[config.mk]
export PLATFORM = sky130hd
export DESIGN_NAME = hazard_interlock_unit
export DESIGN_NICKNAME = d
export VERILOG_FILES = /design/src/rtl/hazard_interlock_unit.sv
export SDC_FILE = /design/constraint.sdc
export NUM_CORES = 1
export LEC_CHECK = 0
export ABC_AREA = 0
export CELL_PAD_IN_SITES_DETAIL_PLACEMENT = 0
export CELL_PAD_IN_SITES_GLOBAL_PLACEMENT = 1
export CORE_UTILIZATION = 35
export CTS_CLUSTER_SIZE = 28
export DETAILED_ROUTE_END_ITERATION = 10
export GPL_ROUTABILITY_DRIVEN = 0
export GPL_TIMING_DRIVEN = 0
export PLACE_DENSITY = 0.91
export SLEW_MARGIN = 30
export SYNTH_ARGS = -nofsm -noshare
export SYNTH_HDL_FRONTEND = slang
export SYNTH_SLANG_ARGS = --single-unit
[constraint.sdc]
create_clock -name clk -period 2.9 [get_ports clk]
set_clock_uncertainty 0.2 [all_clocks]
set_input_delay 0.58 -clock clk [delete_from_list [all_inputs] [get_ports clk]]
set_output_delay 0.58 -clock clk [all_outputs]
set_load 0.02 [all_outputs]
[src/rtl/hazard_interlock_unit.sv]
// rtl/hazard_interlock_unit.sv - decode-side RAW interlock with shadow destination slots
module hazard_interlock_unit #(
    parameter int PIPE_DEPTH = 3,
    parameter bit WB_BYPASS  = 1'b0,
    parameter int CNT_W      = 16
) (
    input  logic             clk,
    input  logic             rst,
    input  logic             dec_valid_in,
    input  logic [4:0]       dec_rs1_addr_in,
    input  logic             dec_rs1_used_in,
    input  logic [4:0]       dec_rs2_addr_in,
    input  logic             dec_rs2_used_in,
    input  logic [4:0]       dec_rd_addr_in,
    input  logic             dec_rd_write_in,
    input  logic             branch_kill_in,
    output logic             stall_out,
    output logic             bubble_out,
    output logic             issue_out,
    output logic [31:0]      pending_mask_out,
    output logic [CNT_W-1:0] stall_count_out
);

    // With write-back bypass the register file already sees the RW write, so the oldest slot is skipped.
    localparam int NCHK = WB_BYPASS ? PIPE_DEPTH - 1 : PIPE_DEPTH;

    logic [PIPE_DEPTH-1:0] slot_valid;
    logic [4:0]            slot_rd [PIPE_DEPTH];
    logic                  rs1_hit;
    logic                  rs2_hit;
    logic                  hazard;
    logic [31:0]           pending;

    always_comb begin
        rs1_hit = 1'b0;
        rs2_hit = 1'b0;
        for (int i = 0; i < NCHK; i++) begin
            if (slot_valid[i] && (slot_rd[i] == dec_rs1_addr_in)) rs1_hit = 1'b1;
            if (slot_valid[i] && (slot_rd[i] == dec_rs2_addr_in)) rs2_hit = 1'b1;
        end
        hazard = dec_valid_in &
                 ((dec_rs1_used_in & (|dec_rs1_addr_in) & rs1_hit) |
                  (dec_rs2_used_in & (|dec_rs2_addr_in) & rs2_hit));
    end

    always_comb begin
        stall_out  = 1'b0;
        bubble_out = 1'b1;
        issue_out  = 1'b0;
        if (!rst && !branch_kill_in) begin
            if (hazard) begin
                stall_out = 1'b1;
            end else begin
                issue_out  = dec_valid_in;
                bubble_out = ~dec_valid_in;
            end
        end
    end

    // Kill only suppresses the new entry; older slots belong to instructions that still complete.
    always_ff @(posedge clk) begin
        if (rst) begin
            slot_valid <= '0;
            for (int i = 0; i < PIPE_DEPTH; i++) slot_rd[i] <= 5'd0;
        end else begin
            slot_valid <= {slot_valid[PIPE_DEPTH-2:0],
                           issue_out & dec_rd_write_in & (|dec_rd_addr_in)};
            slot_rd[0] <= dec_rd_addr_in;
            for (int i = 1; i < PIPE_DEPTH; i++) slot_rd[i] <= slot_rd[i-1];
        end
    end

    always_comb begin
        pending = 32'd0;
        for (int i = 0; i < PIPE_DEPTH; i++) begin
            if (slot_valid[i]) pending[slot_rd[i]] = 1'b1;
        end
        pending[0] = 1'b0;
    end

    assign pending_mask_out = pending;

    always_ff @(posedge clk) begin
        if (rst) begin
            stall_count_out <= '0;
        end else if (stall_out && (stall_count_out != '1)) begin
            stall_count_out <= stall_count_out + 1'b1;
        end
    end

endmodule

==> results of run 1 <==
power by group through the flow:
stage	combinational (mW)	sequential, mW	clock [mW]
after floorplan	0.0874	0.491	0
after global placement	0.148	0.493	0
after detailed placement	0.150	0.493	0
after CTS	0.148	0.486	0.346
after global routing	0.171	0.490	0.370
final	0.157	0.489	0.334
per-layer routing:
layer  wire, µm  vias to the layer above  track usage [%]  part of all wire (%)
li1           -                     1339                -                     -
met1       3520                     1299             28.0                    45
met2       3860                       92             33.4                    49
met3        371                        8             2.80                   4.7
met4         76                        0             7.04                  0.97
met5          0                        -                0                     0
cell type report:
cell class                      instances  area, µm²  area share (%)
Timing Repair Buffer                   78        739            19.9
Inverter                                8       30.0           0.809
Clock inverter                          2       13.8           0.371
Multi-Input combinational cell        273       1910            51.5
Sequential cell                        34        684            18.4
Clock buffer                            6       72.6            1.95
Buffer                                 18        138            3.71
Tap cell                               99        124            3.34
registers in the layout, summed over array words and instances (netlist names):
name	flops
slot_rd	15
slot_valid	3
stall_count_out	16
worst paths after layout:
path	cells past startpoint	end
max	4	pending_mask_out[5]
min	1	slot_valid[2]
max reg2reg	10	stall_count_out[10]
min reg2reg	1	slot_valid[2]
through the flow:
| stage | utilization (%) | std cells | hold slack, ns | instance area (µm²) |
|---|---|---|---|---|
| CTS | 49.6 | 514 | 0.351 | 3580 |
| floorplan | - | 342 | 0.298 | 2600 |
| detailed placement | 47.7 | 512 | 0.351 | 3440 |
| global route | 51.5 | 518 | 0.335 | 3710 |
| finish | 51.5 | 518 | 0.325 | 3710 |
| global placement | 47.7 | 512 | 0.331 | 3440 |
synth_stat cells, types with 2 or more instances:
| library cell | number | area, µm² |
|---|---|---|
| a21oi_1 | 7 | 35.0 |
| buf_2 | 4 | 20.0 |
| a22oi_1 | 28 | 210 |
| mux2_1 | 2 | 22.5 |
| a211oi_1 | 4 | 30.0 |
| nor4_1 | 4 | 25.0 |
| a21o_1 | 2 | 15.0 |
| nor2b_1 | 19 | 119 |
| nand3_1 | 11 | 55.1 |
| nand3b_1 | 2 | 15.0 |
| nand4_1 | 4 | 25.0 |
| a222oi_1 | 3 | 30.0 |
| nand2_1 | 66 | 248 |
| nor4_2 | 2 | 25.0 |
| dfxtp_1 | 34 | 681 |
| nor3b_1 | 13 | 97.6 |
| nand2b_1 | 2 | 12.5 |
| clkbuf_1 | 16 | 60.1 |
| buf_6 | 6 | 67.6 |
| inv_1 | 8 | 30.0 |
| and2_1 | 3 | 18.8 |
| a31o_2 | 4 | 35.0 |
| xor2_1 | 24 | 210 |
| and3_1 | 9 | 56.3 |
| nor2_1 | 19 | 71.3 |
| xnor2_1 | 13 | 114 |
| and3b_1 | 10 | 87.6 |
| o21ai_0 | 3 | 15.0 |
| or4_1 | 3 | 22.5 |
| nor3_1 | 4 | 20.0 |
cell families after synthesis:
kind of cell,synth area share (%)
and+or+nand+nor,35.1
AOI/OAI and AO/OA,17.3
xor gates and xnor gates,12.4
buffers and inverters,7.11
DFF,26.1
muxes,1.25
adders and majority gates,0.480
other,0.144
critical path, cell delays in order (launching register included):
cell and delay (ns):
dfxtp_1 0.49, and3b_2 0.34, a222oi_1 0.38, inv_1 0.07, clkdlybuf4s50_1 0.54
timing repair:
item / CTS / global route
resized for setup: 59 / 40
setup buffers: 2 / 5
pin swaps: 5 / 8
setup endpoints to repair: 36 / 32
==> summary.txt, run 1 <==
status = finished, final reports clean
Total GRT Usage = 20.6%
DP Worst Slack = -0.890 ns
setup tns final = 0 ns
Comb pwr share = 16.0%
layout cell share with drive strength beyond 1 = 19.1%
Final min period = 2.88 ns
Seq pwr share = 49.9%
worst-case clock buffer depth = 2
Clock Latency Late Sink = 0.28 ns
clock power share = 34.1%
ys flop type = dfxtp_1
die area = 0.00779 mm²
cell leakage power = 1.53 nW
P_sw = 0.262 mW
Critical Path Source = slot_rd[0][11]
Die W = 88.3 µm
Min-Delay Path Class = reg2reg
final setup margin = 0.0205 ns
number of flops mapped to enable cells by yosys = 0
n_diodes = 0
IO Pins = 73
Starting Density = 36.1%
WL per Instance = 15.1 µm
vias in the first global route = 2622
reg2reg start = slot_rd[0][14]
Die H = 88.3 µm
final hold vios = 0
most frequent cells in the layout = nand2_1, clkdlybuf4s50_1, dfxtp_1, a22oi_1, xor2_1
clk sinks = 34
PD cells = 264 mW/mm²
Achievable Freq = 0.347 GHz
WP data arrival = 2.10 ns
part of the cycle the worst path needs = 99.3%
port bufs = 71
antenna violations before repair = 0
Tot Pwr = 0.980 mW
grt ovf = 0
Cell Area, Synth = 0.00260 mm²
crit-path max FO = 8
Nets = 441
Iter 0 DRT Violations = 232
number of instances in the synthesized netlist = 342
WL final = 7830 µm
synthesized area per cell = 7.61 µm²
FF+latch count, synth = 34
final setup fails = 0
reg-to-reg setup timing slack = 0.20 ns
Layout area overhead = 42.6%
most common cell after layout, fill and taps aside = nand2_1
data required time of the worst path = 2.12 ns
unrepaired setup endpoints after global routing = true
register area share after synthesis = 26.1%
CP endpoint kind = primary output
Via-to-Cell Ratio = 5.29
Post-synth ARST share = 0%
hold path startpoint = slot_valid[1]
Net Sw Frac = 26.7%
post-synth cell types = 43
DP Wirelength = 5580 µm
Power Internal = 0.718 mW
Clock Pin Slew Worst Setup and Hold Paths = 0.07 ns
Rows = 31
via count = 2738
pin count of the biggest net entering global routing = 12
Pre-antenna DRT Iters = 5
CTS tree = done
Final Max Slew Viols = 0
Post-Syn Nets = 365
VDD IR max = 0.284 mV
H-tree depth = 2
DRC = 0
Syn. warnings = 0
FILL cells = 716
# hold bufs at CTS = 0
CTS Root Cell = clkbuf_8
Max-Cap Viols = 0
core box area = 0.00721 mm²
crit start category = flop
Antenna Violating Nets Remaining = 0
Crit Path Class = reg2out
first-pass GRT wire length = 12500 µm
total CTS buffers = 5
No activity file was read; power rests on OpenSTA's default activity.
==> run 2: changes to the inputs <==
--- a/config.mk
+++ b/config.mk
@@ -8,13 +8,14 @@
 export ABC_AREA = 0
 export CELL_PAD_IN_SITES_DETAIL_PLACEMENT = 0
 export CELL_PAD_IN_SITES_GLOBAL_PLACEMENT = 1
-export CORE_UTILIZATION = 35
+export CORE_UTILIZATION = 36
+export CTS_BUF_LIST = sky130_fd_sc_hd__clkbuf_8
 export CTS_CLUSTER_SIZE = 28
 export DETAILED_ROUTE_END_ITERATION = 10
 export GPL_ROUTABILITY_DRIVEN = 0
 export GPL_TIMING_DRIVEN = 0
-export PLACE_DENSITY = 0.91
-export SLEW_MARGIN = 30
+export PLACE_DENSITY = 0.93
+export SETUP_SLACK_MARGIN = 0.02
 export SYNTH_ARGS = -nofsm -noshare
 export SYNTH_HDL_FRONTEND = slang
 export SYNTH_SLANG_ARGS = --single-unit
==> run 2 against run 1 <==
- cell count shrank 1.2%
- sequential power is essentially flat
- die area shrank 2.7%
- sequential share of layout area grew 0.20 points
- via count grew 0.51%
- combinational power is essentially flat
- design area shrank 0.91%
- critical path type unchanged
- critical endpoint is now pending_mask_out[4]
- largest cell class unchanged
==> summary.txt, run 2 (same netlist as run 1, synthesis figures left out) <==
Final Max Slew Viols = 0 (unchanged)
most flop-heavy register = stall_count_out
max FFs per register = 16 (unchanged)
die area = 0.00758 mm² (-2.7%)
DRC = 0 (unchanged)
Crit Path Class = reg2out
CP endpoint kind = primary output
vias in the first global route = 2587 (-1.3%)
crit start category = flop
crit-path max FO = 10 (+2)
# hold bufs at CTS = 0 (unchanged)
part of the cycle the worst path needs = 97.5% (-1.7 points)
Total GRT Usage = 21.4% (+0.81 points)
first-pass GRT wire length = 12600 µm (+0.33%)
most common cell after layout, fill and taps aside = nand2_1
Rows = 30 (-3.2%)
Max-Cap Viols = 0 (unchanged)
final setup fails = 0 (unchanged)
Hold Slack = 0.348 ns (+0.0231 ns)
Antenna Violating Nets Remaining = 0 (unchanged)
Clock Latency Late Sink = 0.29 ns (about the same)
final setup margin = 0.0711 ns (+0.0505 ns)
DP Wirelength = 5600 µm (+0.34%)
Iter 0 DRT Violations = 262 (+13%)
Starting Density = 37.7% (+1.6 points)
worst-case clock buffer depth = 2 (unchanged)
pin count of the biggest net entering global routing = 11 (-1)
Final min period = 2.83 ns (-0.0505 ns)
Layout Utilization = 53.3% (+1.8 points)
via count = 2752 (+0.51%)
Hold Path Depth = 2 (+1)
final hold vios = 0 (unchanged)
data required time of the worst path = 2.12 ns (about the same)
VDD IR max = 0.295 mV (+3.9%)
cells along the critical path = clkbuf_4 > nor3b_2 > a22oi_1 > nand2_1 > clkdlybuf4s50_1
core box area = 0.00691 mm² (-4.3%)
grt ovf = 0 (unchanged)
Slowest cell on crit path = clkdlybuf4s50_1
Min-Delay Path Class = reg2reg
PD cells = 273 mW/mm² (+3.5%)
CTS tree = done
most frequent cells in the layout = nand2_1, clkdlybuf4s50_1, dfxtp_1, a22oi_1, xor2_1
layout cell share with drive strength beyond 1 = 19.2% (+0.14 points)
Die H = 87.0 µm (-1.4%)
Achievable Freq = 0.353 GHz (+1.8%)
port bufs = 71 (unchanged)
total CTS buffers = 5 (unchanged)
n_diodes = 0 (unchanged)
clk sinks = 34 (unchanged)
biggest regs = stall_count_out x16, slot_rd x15, slot_valid x3
H-tree depth = 2 (unchanged)
Max stage delay on crit path = 0.61 ns (+0.07 ns)
Die W = 87.0 µm (-1.4%)
Clock Pin Slew Worst Setup and Hold Paths = 0.07 ns (about the same)
WL per Instance = 15.6 µm (+3.1%)
Layout area overhead = 41.3%
DP Worst Slack = -0.895 ns (-0.00424 ns)
IO Pins = 73 (unchanged)
R2R cell count = 10 (unchanged)
WL final = 7980 µm (+1.9%)
antenna violations before repair = 0 (unchanged)
cell leakage power = 1.52 nW (-0.37%)
unrepaired setup endpoints after global routing = true
Tot Pwr = 1.01 mW (+2.6%)
status = finished, final reports clean
FILL cells = 689 (-3.8%)
Nets = 438 (-0.68%)
CTS Root Cell = clkbuf_8
Via-to-Cell Ratio = 5.38 (+1.7%)
setup tns final = 0 ns (unchanged)
WP data arrival = 2.05 ns (-0.05 ns)
Pre-antenna DRT Iters = 5 (unchanged)
==> run 2: through the flow <==
stage / cell area, µm² / instances
5_1_grt: 3680 / 512
2_1_floorplan: 2600 / 342
3_3_place_gp: 3430 / 509
4_1_cts: 3590 / 510
6_report: 3680 / 512
3_5_place_dp: 3430 / 509
==> run 2: path summary, 6_finish.rpt <==
path                 startpoint                   to  slack [ns]
max               slot_rd[0][7]  pending_mask_out[4]        0.07
min          stall_count_out[3]   stall_count_out[4]        0.35
max reg2reg      slot_rd[0][12]  stall_count_out[10]        0.20
min reg2reg  stall_count_out[3]   stall_count_out[4]        0.35
==> run 2: final cells by class <==
type                    count  area (µm²)  area share [%]
clock buffers               6        82.6            2.24
repair buffers             75         713            19.4
multi-input cells         273        1890            51.5
inverters                   8        30.0           0.816
plain buffers              18         144            3.91
well taps                  96         120            3.27
clock inverters             2        8.76           0.238
flip-flops and latches     34         686            18.6
==> run 2: routing by layer <==
metal / part of all wire, % / up-vias / global-route usage [%]
met3: 6.6 / 19 / 3.32
met1: 45 / 1269 / 28.4
li1: - / 1335 / -
met2: 47 / 129 / 33.5
met5: 0 / - / 0
met4: 2.0 / 0 / 10.9
==> run 2: power breakdown <==
part           switching (mW)  internal [mW]
clock                   0.172          0.188
combinational          0.0838         0.0719
sequential             0.0130          0.477
total                   0.269          0.736
==> run 2: what timing repair did <==
action	4_1_cts	5_1_grt
pin swaps	3	13
setup buffers	2	2
gates resized for setup	64	41
setup endpoints to repair	36	35
==> run 2: critical path, delay by kind of cell (launching register included) <==
| kind | cells | cell delay [ns] |
|---|---|---|
| AOI/OAI and AO/OA | 1 | 0.14 |
| buffers and inverters | 2 | 0.83 |
| and+or+nand+nor | 2 | 0.43 |
| DFF | 1 | 0.35 |
